File: src/rtl/queue_arbiter.sv
// queue_arbiter: four requesters, round-robin arbitrated into a one-entry output register that feeds an instruction queue.
// Build option QARB_BURST_EN: the winner keeps the grant for up to BURST_MAX consecutive words.
module queue_arbiter #(
  parameter int unsigned BURST_MAX = 4
) (
  input  logic        clk,
  input  logic        rst_n,
  input  logic [3:0]  req_valid,
  input  logic [63:0] req_data,
  output logic [3:0]  grant,
  output logic        q_inEnable,
  input  logic        q_inReady,
  output logic [15:0] q_dataIn,
  output logic        busy
);

  if (BURST_MAX < 1 || BURST_MAX > 15) begin : g_bad_burst_max
    $error("queue_arbiter: BURST_MAX must be in 1..15");
  end

  logic        r_out_valid;
  logic [15:0] r_out_data;
  logic [1:0]  r_rr_ptr;
  logic        w_slot_open;
  logic        w_any;
  logic        w_do_grant;
  logic [1:0]  w_search_ptr;
  logic [1:0]  w_win_idx;
  logic [1:0]  w_grant_idx;

  // The register can be refilled in the same cycle the queue drains it.
  assign w_slot_open = !r_out_valid || q_inReady;

  always_comb begin
    w_any     = 1'b0;
    w_win_idx = w_search_ptr;
    for (int k = 3; k >= 0; k--) begin
      if (req_valid[w_search_ptr + 2'(k)]) begin
        w_any     = 1'b1;
        w_win_idx = w_search_ptr + 2'(k);
      end
    end
  end

`ifdef QARB_BURST_EN
  // state   | meaning
  // ST_ARB  | no owner; round-robin from r_rr_ptr
  // ST_LOCK | r_owner holds the grant while valid and under BURST_MAX words
  typedef enum logic {ST_ARB, ST_LOCK} state_t;

  state_t      r_state;
  logic [1:0]  r_owner;
  logic [3:0]  r_burst_cnt;
  logic        w_lock_cont;

  assign w_lock_cont  = (r_state == ST_LOCK) && req_valid[r_owner] &&
                        (r_burst_cnt < 4'(BURST_MAX));
  assign w_search_ptr = (r_state == ST_LOCK) ? r_owner + 2'd1 : r_rr_ptr;
  assign w_grant_idx  = w_lock_cont ? r_owner : w_win_idx;
  assign w_do_grant   = rst_n && w_slot_open && (w_lock_cont || w_any);

  always_ff @(posedge clk or negedge rst_n) begin
    if (!rst_n) begin
      r_state     <= ST_ARB;
      r_owner     <= 2'd0;
      r_burst_cnt <= 4'd0;
      r_rr_ptr    <= 2'd0;
    end else begin
      case (r_state)
        ST_ARB: begin
          if (w_do_grant) begin
            r_state     <= ST_LOCK;
            r_owner     <= w_grant_idx;
            r_burst_cnt <= 4'd1;
          end
        end
        ST_LOCK: begin
          if (w_slot_open) begin
            if (w_lock_cont) begin
              r_burst_cnt <= r_burst_cnt + 4'd1;
            end else begin
              // Lock ends; a different winner may start its own burst right away.
              r_rr_ptr <= r_owner + 2'd1;
              if (w_any) begin
                r_owner     <= w_win_idx;
                r_burst_cnt <= 4'd1;
              end else begin
                r_state     <= ST_ARB;
                r_burst_cnt <= 4'd0;
              end
            end
          end
        end
        default: r_state <= ST_ARB;
      endcase
    end
  end
`else
  assign w_search_ptr = r_rr_ptr;
  assign w_grant_idx  = w_win_idx;
  assign w_do_grant   = rst_n && w_slot_open && w_any;

  always_ff @(posedge clk or negedge rst_n) begin
    if (!rst_n) begin
      r_rr_ptr <= 2'd0;
    end else if (w_do_grant) begin
      r_rr_ptr <= w_grant_idx + 2'd1;
    end
  end
`endif

  always_ff @(posedge clk or negedge rst_n) begin
    if (!rst_n) begin
      r_out_valid <= 1'b0;
      r_out_data  <= 16'd0;
    end else if (w_do_grant) begin
      r_out_valid <= 1'b1;
      r_out_data  <= req_data[{w_grant_idx, 4'b0000} +: 16];
    end else if (r_out_valid && q_inReady) begin
      r_out_valid <= 1'b0;
    end
  end

  assign grant      = w_do_grant ? (4'b0001 << w_grant_idx) : 4'b0000;
  assign q_inEnable = r_out_valid;
  assign q_dataIn   = r_out_data;
  assign busy       = r_out_valid;

endmodule

File: config.mk
export PLATFORM = sky130hd
export DESIGN_NAME = queue_arbiter
export DESIGN_NICKNAME = d
export VERILOG_FILES = /design/src/rtl/queue_arbiter.sv
export SDC_FILE = /design/constraint.sdc
export NUM_CORES = 1
export LEC_CHECK = 0
export BUFFER_PORTS_ARGS = -buffer_cell sky130_fd_sc_hd__buf_2
export CORE_MARGIN = 4
export CORE_UTILIZATION = 46
export CTS_BUF_LIST = sky130_fd_sc_hd__clkbuf_4 sky130_fd_sc_hd__clkbuf_8
export CTS_CLUSTER_DIAMETER = 120
export DETAILED_ROUTE_END_ITERATION = 10
export PLACE_DENSITY_LB_ADDON = 0.1
export SLEW_MARGIN = 5
export SYNTH_ARGS = -nofsm -noshare
export SYNTH_HDL_FRONTEND = slang
export SYNTH_SLANG_ARGS = --single-unit
export TNS_END_PERCENT = 50
File: constraint.sdc
create_clock -name clk -period 2.2 [get_ports clk]
set_input_delay 0.11 -clock clk [delete_from_list [all_inputs] [get_ports clk]]
set_output_delay 0.11 -clock clk [all_outputs]
set_load 0.005 [all_outputs]
; Word-level counts from Yosys, hierarchy flattened
; Index checks and enable logic that the tools add are counted.
[totals]
out_inout_bits = 22
regBits = 19
elab_cells = 38
[classes]
order_cmp = 4
mux = 19
shift = 2
addsub = 4
n_reduce_logical = 6
[op_table]
columns = op, n
row1 = $shiftx A64 B7 Y16, 1
row2 = $lt A2 B3 Y1 const B, 4
row3 = $mux W1, 10
row4 = $bmux W1 S2, 4
row5 = $mux W2, 4
row6 = $add A2 B1 Y2 const B, 2
row7 = $add A2 B2 Y2 const B, 2
row8 = $mux W4, 1
row9 = $shl A1 B2 Y4 const A, 1
row10 = $logic_and A1 B1 Y1, 3
row11 = $reduce_bool A2 Y1, 1
row12 = $logic_not A1 Y1, 1
row13 = $logic_or A1 B1 Y1, 1

; Depth between registers and ports, before layout
[depth]
word_depth = 9
depth_mapped = 8
ltp_nobuf = 5

; Least setup slack after synthesis
; No wires, ideal clock.
[synth_timing]
kind = register -> register
from = register r_rr_ptr[1]
to = register r_out_data[10] (netlist: q_dataIn[10])
setup_ps = 81
t_arrival_ps = 1625
path_stages_with_launch = 9
synth_period_minus_slack_ps = 1707
slack_ps = 493
cell_sequence = dfrtp_1 -> buf_2 -> nor2b_2 -> a21oi_1 -> o221a_1 -> buf_6 -> buf_6 -> mux2_4 -> a31oi_2
[synth_via]
elab_chain_cells = 8
elab_cells_between_ends = 21
[synth_lines]
columns = element, line
row1 = from (decl), 23  ; logic [1:0] r_rr_ptr;
row2 = from (signal assigned), 107  ; r_rr_ptr <= w_grant_idx + 2'd1;
row3 = $add A2 B2 Y2, "38, 40"
row4 = $bmux W1 S2, 38  ; if (req_valid[w_search_ptr + 2'(k)]) begin
row5 = $mux W1 (not written as such), 38
row6 = $mux W2 / $mux W1 (equally long branches) (4 in series), 38
row7 = $shiftx A64 B7 Y16 / $logic_and A1 B1 Y1 (equally long branches), "118, 101"
row8 = to (signal assigned), 118  ; r_out_data <= req_data[{w_grant_idx, 4'b0000} +: 16];
row9 = to (decl), 22  ; logic [15:0] r_out_data;
; Parallel ways exist; a longest one is shown, timed or not. The select of a mux whose other input is x is not followed.
; A chain may end at the register's enable or synchronous reset.

; Final worst setup path
[layout_timing]
from = register r_rr_ptr[0]
to = output port grant[2]
[layout_via]
elab_chain_cells = 9
elab_cells_between_ends = 22
[layout_lines]
columns = element, line
row1 = $add A2 B2 Y2, "38, 40"
row2 = $bmux W1 S2, 38
row3 = $mux W1 (not written as such), 38
row4 = $mux W2 / $mux W1 (equally long branches) (4 in series), 38
row5 = $shl A1 B2 Y4 / $logic_and A1 B1 Y1 (equally long branches), "124, 101"
row6 = $mux W4 (*), 124  ; assign grant = w_do_grant ? (4'b0001 << w_grant_idx) : 4'b0000;
row7 = to (decl), 10  ; output logic [3:0] grant,
; Mark *: on every way between the ends. The rest lies on a longest branch, timed or not. The select of a mux whose other input is x is not followed.

==> flow_summary.json <==
{
  "required_ns": 2.09,
  "final.setup.tns_ns": 0,
  "vias_per_cell": 5.53,
  "path_max_fanout": 8,
  "synth_largest_area_cell": "dfrtp_1",
  "yosys.area_share.simple": 0.295,
  "drive_gt1_frac": 0.495,
  "start_util": 0.494,
  "finClkSkew_ns": 0.00923,
  "synth_top_cells_by_area": "dfrtp_1, nand4_1, nand2b_1",
  "grt_pass1_wl_mm": 7.84,
  "synthMuxAreaShare": 0.124,
  "synthesis.area_um2": 1700,
  "chipHeight_um": 68.8,
  "synthCells": 196,
  "cp-end-kind": "primary output",
  "nets": 355,
  "synth_async_sr_flop_share": 1.00,
  "p_int_mw": 1.05,
  "dpl.hpwl_mm": 3.80,
  "num_rows": 21,
  "setup_ws_ns": 0.158,
  "ys_ff_latch": 19,
  "min_period_ns": 2.04,
  "p_leak_nw": 1.02,
  "cap_violations": 0,
  "dp_slack_ns": 0.276,
  "p_sw_frac": 0.389,
  "wl_mm": 5.05,
  "worst-endpoint-arrival_ns": 1.93,
  "powerDensity_nw_per_um2": 771,
  "synth_top_family_by_area": "simple AND/OR/NAND/NOR gates",
  "status": "complete, no violations",
  "grt_max_degree": 35,
  "final-setup-viol-count": 0,
  "syn2layout_area_growth_pct": 31.8,
  "dr_total_vias": 1820,
  "antennaDiodeCount": 0,
  "grt_pass1_vias": 1655,
  "maxSlewViolCount": 0,
  "synth_compound_area_frac": 0.217,
  "cts_buffers": 3,
  "clock_latency_ns": 0.27,
  "r2r_setup_slack_ns": 0.33,
  "synth_nets": 267,
  "criticalPathCategory": "register to primary output",
  "drtIter0Drc": 67,
  "synth_xor_xnor_area_share": 0,
  "dieWidth_um": 68.8,
  "max_freq_mhz": 490,
  "clock_power_share": 0.156,
  "hold_viol_final": 0,
  "ctsLongestPathBuffers": 2,
  "pwr-share-comb": 0.532,
  "critPathLaunchType": "register",
  "rsz0062_at_grt": "no",
  "synth.yosys.seq_area_share": 0.280,
  "dr.pass1.iters": 6,
  "slew_headroom": 0.680,
  "ir_drop_v": 0.000343,
  "post-cts-setup-buffers": 0,
  "synth_top_cell_area_share": 0.280,
  "cp-startpoint": "r_rr_ptr[0]",
  "endpoint": "grant[2]",
  "finalCritPeriodShare": 0.928,
  "ctsRootBufferMaster": "clkbuf_8",
  "clk_pin_slew_worst_paths_ns": 0.09,
  "port_buffers": 92,
  "cts_tree": "done",
  "yosysMostFrequentCell": "nand4_1",
  "worstMarginPinSlew_ns": 0.478,
  "synthDistinctLibCells": 33,
  "r2r-start": "r_rr_ptr[0]",
  "groute.usage.overall": 0.217,
  "wl_per_cell_um": 15.3,
  "synth_ff_type": "dfrtp_1",
  "synth_adder_area_share": 0,
  "switchingPower_uw": 672,
  "seq_power_share": 0.312,
  "core_um2": 3440,
  "hold_path_class": "input pin to register",
  "antenna_found_initial": 0,
  "drtAntennaViolNets": 0,
  "dieArea_um2": 4730,
  "grt_overflow": 0,
  "reg2regPathDepth": 6,
  "place.gp.congestion": 0.866,
  "drcViolationCount": 0,
  "numClockSinks": 19,
  "htreeDepth": 1,
  "worstReg2RegEnd": "q_dataIn[1]",
  "yosysWarnings": 0,
  "avgSynthCellArea_um2": 8.67,
  "synth_edf_count": 0,
  "ios": 93,
  "yosys-top-cells-count": "nand4_1, nand2b_1, nor2_1"
}
power by group through the flow:
stage / combinational (mW) / clock, mW / sequential [mW]
after global placement: 0.916 / 0 / 0.539
after floorplan: 0.651 / 0 / 0.529
after global routing: 1.02 / 0.282 / 0.554
final: 0.918 / 0.269 / 0.539
after CTS: 0.928 / 0.270 / 0.537
after detailed placement: 0.926 / 0 / 0.543
registers in the layout (all words and copies together), names as in the netlist:
signal    flops
r_rr_ptr      2
busy          1
q_dataIn     16
metal layers:
layer / GRT usage / part of all wire / vias up
li1: - / - / 901
met2: 0.364 / 0.46 / 76
met3: 0.0324 / 0.082 / 4
met4: 0.0511 / 0.0079 / 0
met1: 0.294 / 0.45 / 839
met5: 0 / 0 / -
through the flow:
stage / instances / cell area [um^2] / utilization / total power, mW / hold WS, ns
2_1_floorplan: 196 / 1700 / - / 1.18 / -0.186
3_3_place_gp: 324 / 2180 / 0.633 / 1.45 / 0.135
3_5_place_dp: 324 / 2180 / 0.633 / 1.47 / 0.134
4_1_cts: 329 / 2240 / 0.650 / 1.74 / 0.0922
5_1_grt: 329 / 2240 / 0.651 / 1.86 / 0.100
6_report: 329 / 2240 / 0.651 / 1.73 / 0.0910
logic make-up after synthesis:
| family | count (synthesis) |
|---|---|
| flip-flops | 19 |
| AND/OR/NAND/NOR | 89 |
| buffers and inverters | 25 |
| multiplexers | 16 |
| AO/OA/AOI/OAI | 47 |
critical path, stage by stage, from the launching register on:
cell and delay [ns]:
dfrtp_1 0.49, nor2b_4 0.23, a21oi_2 0.04, o221a_1 0.32, nand2b_1 0.22, a31oi_1 0.21, buf_2 0.14
worst min path at each step:
stage,from,to,slack (ns),cells after the start
global route,req_data[36],q_dataIn[4],0.10,3
CTS,req_data[37],q_dataIn[5],0.09,3
finish,req_data[37],q_dataIn[5],0.09,3
detailed placement,rst_n,q_dataIn[12],0.13,2
floorplan,rst_n,busy,-0.19,0
global placement,rst_n,busy,0.14,2
layout by cell type (no fill, tap or decap), types with 3 or more instances in the layout:
| master | count |
|---|---|
| a21oi_1 | 19 |
| a31oi_1 | 10 |
| a31oi_2 | 8 |
| buf_2 | 92 |
| buf_4 | 13 |
| clkbuf_8 | 3 |
| dfrtp_1 | 18 |
| mux2_1 | 3 |
| mux2_2 | 5 |
| mux2_4 | 8 |
| nand2_1 | 6 |
| nand2b_1 | 21 |
| nand4_1 | 32 |
| nor2_1 | 20 |
layout make-up:
type / instances / area, um^2
inverters: 2 / 7.51
clock inverters: 1 / 5.00
clock buffers: 3 / 41.3
multi-input cells: 152 / 1080
fillers: 323 / 1200
well taps: 46 / 57.6
repair buffers: 106 / 568
flip-flops and latches: 19 / 477
what timing repair did:
item / in CTS / in global routing
resized for setup: 0 / 2
setup endpoints to repair: 0 / 2
hold buffers: 1 / 0
hold endpoints to repair: 19 / 0
(Power assumes the default switching activity.)
